[src/rtl/lsu_ctrl.sv]
// Load/store sequencing controller: accepts one core request at a time,
// screens funct3 legality and alignment, runs a single-outstanding
// valid/ready bus transaction with a timeout, and returns a one-cycle
// response. Byte-lane formatting is delegated to the lsu block below.

// Byte-lane formatter: store data replication and write mask, plus load
// data extraction with sign/zero extension.
module lsu (
  input  logic [2:0]  funct3,
  input  logic [1:0]  addr_lo,
  input  logic [31:0] store_data_in,
  input  logic [31:0] load_data_in,
  output logic [31:0] STORE_data_out,
  output logic [3:0]  STORE_mask,
  output logic [31:0] LOAD_data_out
);

  logic [31:0]        ld_shift;
  logic signed [7:0]  ld_byte;
  logic signed [15:0] ld_half;

  // Store side: replicate the low byte/half across the word, mask the lanes
  always_comb begin
    STORE_data_out = store_data_in;
    STORE_mask     = 4'b1111;
    case (funct3[1:0])
      2'b00: begin
        STORE_data_out = {4{store_data_in[7:0]}};
        STORE_mask     = 4'b0001 << addr_lo;
      end
      2'b01: begin
        STORE_data_out = {2{store_data_in[15:0]}};
        STORE_mask     = addr_lo[1] ? 4'b1100 : 4'b0011;
      end
      default: begin
        STORE_data_out = store_data_in;
        STORE_mask     = 4'b1111;
      end
    endcase
  end

  // Load side: bring the addressed lane down to bit 0, then extend
  always_comb begin
    ld_shift      = load_data_in >> {addr_lo, 3'b000};
    ld_byte       = ld_shift[7:0];
    ld_half       = ld_shift[15:0];
    LOAD_data_out = ld_shift;
    case (funct3)
      3'b000:  LOAD_data_out = 32'(ld_byte);
      3'b001:  LOAD_data_out = 32'(ld_half);
      3'b100:  LOAD_data_out = {24'd0, ld_shift[7:0]};
      3'b101:  LOAD_data_out = {16'd0, ld_shift[15:0]};
      default: LOAD_data_out = ld_shift;
    endcase
  end

endmodule

module lsu_ctrl #(
  parameter int TIMEOUT_CYCLES = 255,
  parameter int CNT_W          = 8
) (
  input  logic        clk,
  input  logic        reset,
  input  logic        req_valid,
  output logic        req_ready,
  input  logic        req_is_store,
  input  logic [2:0]  req_funct3,
  input  logic [31:0] req_addr,
  input  logic [31:0] req_wdata,
  output logic        resp_valid,
  output logic [1:0]  resp_err,
  output logic [31:0] resp_rdata,
  output logic        mem_valid,
  input  logic        mem_ready,
  output logic        mem_we,
  output logic [31:0] mem_addr,
  output logic [3:0]  mem_wmask,
  output logic [31:0] mem_wdata,
  input  logic [31:0] mem_rdata
);

  typedef enum logic [1:0] {IDLE, BUS, RESP} state_t;

  localparam bit             TO_EN    = (TIMEOUT_CYCLES != 0);
  localparam logic [CNT_W-1:0] CNT_LAST = CNT_W'((TIMEOUT_CYCLES > 0) ? TIMEOUT_CYCLES - 1 : 0);

  localparam logic [1:0] ERR_OK    = 2'b00;
  localparam logic [1:0] ERR_ALIGN = 2'b01;
  localparam logic [1:0] ERR_F3    = 2'b10;
  localparam logic [1:0] ERR_TO    = 2'b11;

  state_t           state;
  logic [CNT_W-1:0] cnt;
  logic [2:0]       lat_funct3;
  logic [1:0]       lat_addr_lo;

  logic [2:0]  fmt_funct3;
  logic [1:0]  fmt_addr_lo;
  logic [31:0] fmt_wdata;
  logic [3:0]  fmt_wmask;
  logic [31:0] fmt_rdata;

  // Loads: 011/110/111 reserved. Stores: only SB/SH/SW exist.
  function automatic logic f3_illegal(input logic is_store, input logic [2:0] f3);
    if (is_store) return f3[2] | (f3[1:0] == 2'b11);
    return (f3 == 3'b011) | (f3 == 3'b110) | (f3 == 3'b111);
  endfunction

  function automatic logic misaligned(input logic [2:0] f3, input logic [1:0] a);
    return ((f3[1:0] == 2'b01) & a[0]) | ((f3[1:0] == 2'b10) & (a != 2'b00));
  endfunction

  // The formatter sees the live request while idle (to build the store
  // lanes at accept) and the latched request afterwards (for load data).
  always_comb begin
    fmt_funct3  = (state == IDLE) ? req_funct3    : lat_funct3;
    fmt_addr_lo = (state == IDLE) ? req_addr[1:0] : lat_addr_lo;
  end

  lsu u_lsu (
    .funct3         (fmt_funct3),
    .addr_lo        (fmt_addr_lo),
    .store_data_in  (req_wdata),
    .load_data_in   (mem_rdata),
    .STORE_data_out (fmt_wdata),
    .STORE_mask     (fmt_wmask),
    .LOAD_data_out  (fmt_rdata)
  );

  // Controller FSM with registered handshake, bus and response outputs
  always_ff @(posedge clk) begin
    if (reset) begin
      state       <= IDLE;
      cnt         <= '0;
      lat_funct3  <= '0;
      lat_addr_lo <= '0;
      req_ready   <= 1'b1;
      resp_valid  <= 1'b0;
      resp_err    <= ERR_OK;
      resp_rdata  <= '0;
      mem_valid   <= 1'b0;
      mem_we      <= 1'b0;
      mem_addr    <= '0;
      mem_wmask   <= '0;
      mem_wdata   <= '0;
    end else begin
      case (state)
        IDLE: begin
          resp_valid <= 1'b0;
          if (req_valid) begin
            lat_funct3  <= req_funct3;
            lat_addr_lo <= req_addr[1:0];
            req_ready   <= 1'b0;
            if (f3_illegal(req_is_store, req_funct3)) begin
              state      <= RESP;
              resp_valid <= 1'b1;
              resp_err   <= ERR_F3;
              resp_rdata <= '0;
            end else if (misaligned(req_funct3, req_addr[1:0])) begin
              state      <= RESP;
              resp_valid <= 1'b1;
              resp_err   <= ERR_ALIGN;
              resp_rdata <= '0;
            end else begin
              state     <= BUS;
              cnt       <= '0;
              mem_valid <= 1'b1;
              mem_we    <= req_is_store;
              mem_addr  <= {req_addr[31:2], 2'b00};
              mem_wmask <= req_is_store ? fmt_wmask : 4'b0000;
              mem_wdata <= req_is_store ? fmt_wdata : 32'd0;
            end
          end
        end
        BUS: begin
          if (mem_ready || (TO_EN && cnt == CNT_LAST)) begin
            state      <= RESP;
            resp_valid <= 1'b1;
            resp_err   <= mem_ready ? ERR_OK : ERR_TO;
            resp_rdata <= (mem_ready && !mem_we) ? fmt_rdata : 32'd0;
            mem_valid  <= 1'b0;
            mem_we     <= 1'b0;
            mem_addr   <= '0;
            mem_wmask  <= '0;
            mem_wdata  <= '0;
          end else begin
            cnt <= cnt + 1'b1;
          end
        end
        RESP: begin
          state      <= IDLE;
          resp_valid <= 1'b0;
          req_ready  <= 1'b1;
        end
        default: begin
          state     <= IDLE;
          req_ready <= 1'b1;
        end
      endcase
    end
  end

endmodule
[config.mk]
export PLATFORM = sky130hd
export DESIGN_NAME = lsu_ctrl
export DESIGN_NICKNAME = d
export VERILOG_FILES = /design/src/rtl/lsu_ctrl.sv
export SDC_FILE = /design/constraint.sdc
export NUM_CORES = 1
export LEC_CHECK = 0
export ABC_CLOCK_PERIOD_IN_PS = 2400
export CAP_MARGIN = 0
export CORE_MARGIN = 8
export CORE_UTILIZATION = 57
export DETAILED_ROUTE_END_ITERATION = 8
export DONT_BUFFER_PORTS = 1
export PLACE_DENSITY = 0.75
export SYNTH_ARGS = -nofsm -noshare
export SYNTH_HDL_FRONTEND = slang
export SYNTH_SLANG_ARGS = --single-unit
export TNS_END_PERCENT = 100
[constraint.sdc]
create_clock -name clk -period 2.4 [get_ports clk]
set_clock_uncertainty 0.2 [all_clocks]
set_input_delay 0.24 -clock clk [delete_from_list [all_inputs] [get_ports clk]]
set_output_delay 0.24 -clock clk [all_outputs]
set_load 0.005 [all_outputs]
==> results.md <==
* Outcome: completed
* Share of Yosys cell area claimed by the top area cell type at 43.9%
* Global-route wire length before repair at 28600 um
* Root buffer selected by CTS: clkbuf_8
* Layout net count at 821
* Via count of the first global-routing pass at 5400
* Area of the die at 0.0129 mm2
* Number of DRC violations after detailed routing at 0
* Crit-path max FO at 8
* Number of warnings printed during yosys synthesis at 0
* TritonCTS clock tree: yes
* Number of enable flip-flop cells after synthesis at 0
* Initial standard-cell utilization of the core at 58.7%
* Clock slew at reported path FFs at 0.06 ns
* Fraction of power consumed by the clock network at 42.7%
* Area inside the core boundary at 0.00924 mm2
* Worst Path Required at 2.60 ns
* Slew headroom at 66.4%
* Detailed-route wire length on metal 1 at 6760 um
* Fraction of the yosys area taken by sequential cells at 43.9%
* Number of unique standard cell types used by synthesis at 56
* Reported net switching power at 1640 uW
* Max Slew Vio Count at 0
* Top sig layer: met4
* Worst Path Arrival at 2.55 ns
* Cell Count, Final, Fillers Out at 856
* Synthesis-to-layout area growth at 37.4%
* Synth Instances at 601
* Area leader, netlist: dfxtp_1
* Worst setup margin at 0.0461 ns
* Met2 wire len at 9150 um
* Clk_lat worst skew at 0.50 ns
* Post-Place Worst Slack at -0.100 ns
* Final hold vios at 0
* Measured slew at the worst slew-check pin at 0.500 ns
* Global-route total usage across every layer at 27.5%
* Worst vdd rail ir drop at 0.481 mV
* Power density cells at 769 mW/mm2
* Count of input and output buffers at 0
* Top cells by count, synth: dfxtp_1 (119), nor2_1 (81), nand2_1 (59)
* Total of endpoints with negative setup slack in the final report at 0
* Half-perimeter wire length after placement at 11400 um
* CTS buffer count at 17
* Portion of total power attributed to combinational logic at 19.7%
* Wire length on met3 at 1840 um
* Worst Hold Class: primary input to register
* Final critical-path required period at 2.35 ns
* H-tree depth reported by CTS at 4
* Clock sinks at 119
* Share of post-route cells with drive strength above 1 at 12.7%
* Most instantiated flip-flop cell in the synthesis netlist: dfxtp_1
* Clock Tree Buf Depth at 2
* Pin count of the biggest net entering global routing at 78
* Per-instance average area after synthesis at 9.03 um2
* Fraction of registers with async set or reset after synthesis at 0%
* Seq cells post-synth at 119
* First-pass iteration count of the detailed router at 6
* Crit path kind: register to register
* Final-layout setup total negative slack at 0 ns
* Sequential group share of total power at 37.6%
* Element type at the critical path start: register
* Most used standard cell by instance count after synthesis: dfxtp_1
* CP Capture Type: register
* Antenna violations before repair at 2
* Instance count after placement with tap cells included at 708
* Number of rows created at floorplan at 35
* Number of DRC markers in iteration 0 at 536
* Max-cap violations at 0
* Post-DR wirelength/cell at 21.3 um
* Post-detailed-route via-to-cell ratio at 6.12
* Maximum clock frequency at 425 MHz
* Internal power contribution at 4090 uW
* Fraction of power spent switching nets at 28.6%
* Die Y at 114 um
* Leak Pwr at 0.00286 uW
* Last weighted congestion value of the routability-driven placer at 0.850
* Cell area after synthesis at 0.00543 mm2
* DIE WIDTH at 114 um
* Boundary pin count at 210
* Wirelength, routed at 18200 um
* Final period utilization at 98.1%
* Congestion Overflow GR at 0
* Vias at 5239
* Antenna-violating nets left at 0
* Cell types occupying the most area after synthesis: dfxtp_1 (44%), mux2i_1 (6.1%), nor2_1 (5.6%)
critical path, cell delays in order (launching register included):
cell and delay (ns):
dfxtp_1 0.32, inv_1 0.09, ha_4 0.20, mux2i_4 0.32, mux2i_4 0.31, a2111oi_4 0.11
o31ai_4 0.39, clkbuf_16 0.22, o2bb2ai_1 0.07
layer usage:
| layer | global-route usage (%) | up-vias |
|---|---|---|
| li1 | - | 2417 |
| met2 | 45.6 | 304 |
| met3 | 9.40 | 36 |
| met4 | 13.5 | 0 |
| met1 | 30.9 | 2482 |
| met5 | 0 | - |
stage by stage:
| step | util, % | area (um2) | hold WS [ns] | power, uW |
|---|---|---|---|---|
| finish | 80.7 | 7460 | 0.0434 | 5730 |
| global route | 80.7 | 7460 | 0.0756 | 5970 |
| CTS | 79.6 | 7350 | 0.00942 | 5690 |
| detailed placement | 60.9 | 5630 | 0.129 | 3040 |
| global placement | 60.9 | 5630 | 0.127 | 3010 |
| floorplan | - | 5460 | 0.173 | 2850 |
state kept, by name, summed over array words and instances, names as in the netlist, 3 cells and up:
register,cells
mem_wdata,32
mem_wmask,4
lat_funct3,3
resp_rdata,32
cnt,8
mem_addr,30
cell type report:
cell class | count | area (um2)
diodes | 2 | 5.00
clock buffers | 19 | 432
clock inverters | 13 | 149
fillers | 560 | 1780
inverters | 9 | 33.8
multi-input cells | 423 | 2850
flip-flops and latches | 119 | 2380
well taps | 129 | 161
repair buffers | 142 | 1440
power groups by stage:
stage	clock network (uW)	logic, uW	registers (uW)
floorplan	0	684	2160
global placement	0	815	2190
detailed placement	0	848	2190
CTS	2480	1060	2150
global route	2590	1210	2160
finish	2450	1130	2160
logic make-up (layout without fill, tap and decap cells):
family | count (synthesis) | after routing | share of synthesized area, %
mux | 35 | 35 | 6.50
compound gates | 163 | 163 | 22.7
simple gates | 211 | 211 | 18.8
flops | 119 | 119 | 43.9
fa+ha+maj | 5 | 5 | 1.15
xor+xnor | 7 | 7 | 1.13
other cells | 1 | 4 | 0.0691
buf+inv | 60 | 183 | 5.83
timing repair:
item                                    4_1_cts  5_1_grt
buffers inserted                              0        5
hold buffers                                110        0
cloned                                        0        1
endpoints found under the hold margin       119        0
pin swaps                                     0        3
resized for setup                             3       12
endpoints found under the setup margin       19       61
final timing paths:
path	slack [ns]	start	cells past startpoint	to
hold reg to reg	0.29	resp_rdata[30]	1	resp_rdata[30]
hold / removal	0.04	req_funct3[1]	5	mem_wdata[27]
setup / recovery	0.05	state[0]	8	resp_rdata[26]
setup reg to reg	0.05	state[0]	8	resp_rdata[26]
cells in the final DEF, fill, tap and decap left out, types with 7 or more instances in the layout:
master / netlist / final
xnor2_1: 7 / 7
nand3b_1: 28 / 28
nor2_1: 81 / 79
a32o_1: 8 / 8
o221ai_1: 8 / 8
a22oi_1: 31 / 31
mux2i_1: 33 / 29
nor3_1: 8 / 8
dfxtp_1: 119 / 118
a21oi_1: 25 / 24
buf_4: 3 / 26
inv_1: 9 / 8
o31ai_1: 16 / 16
nand2_1: 59 / 59
nand3_1: 9 / 9
clkbuf_16: 0 / 17
dlygate4sd3_1: 0 / 109
o2bb2ai_1: 32 / 31
o21ai_1: 13 / 13
(Power assumes the default switching activity.)
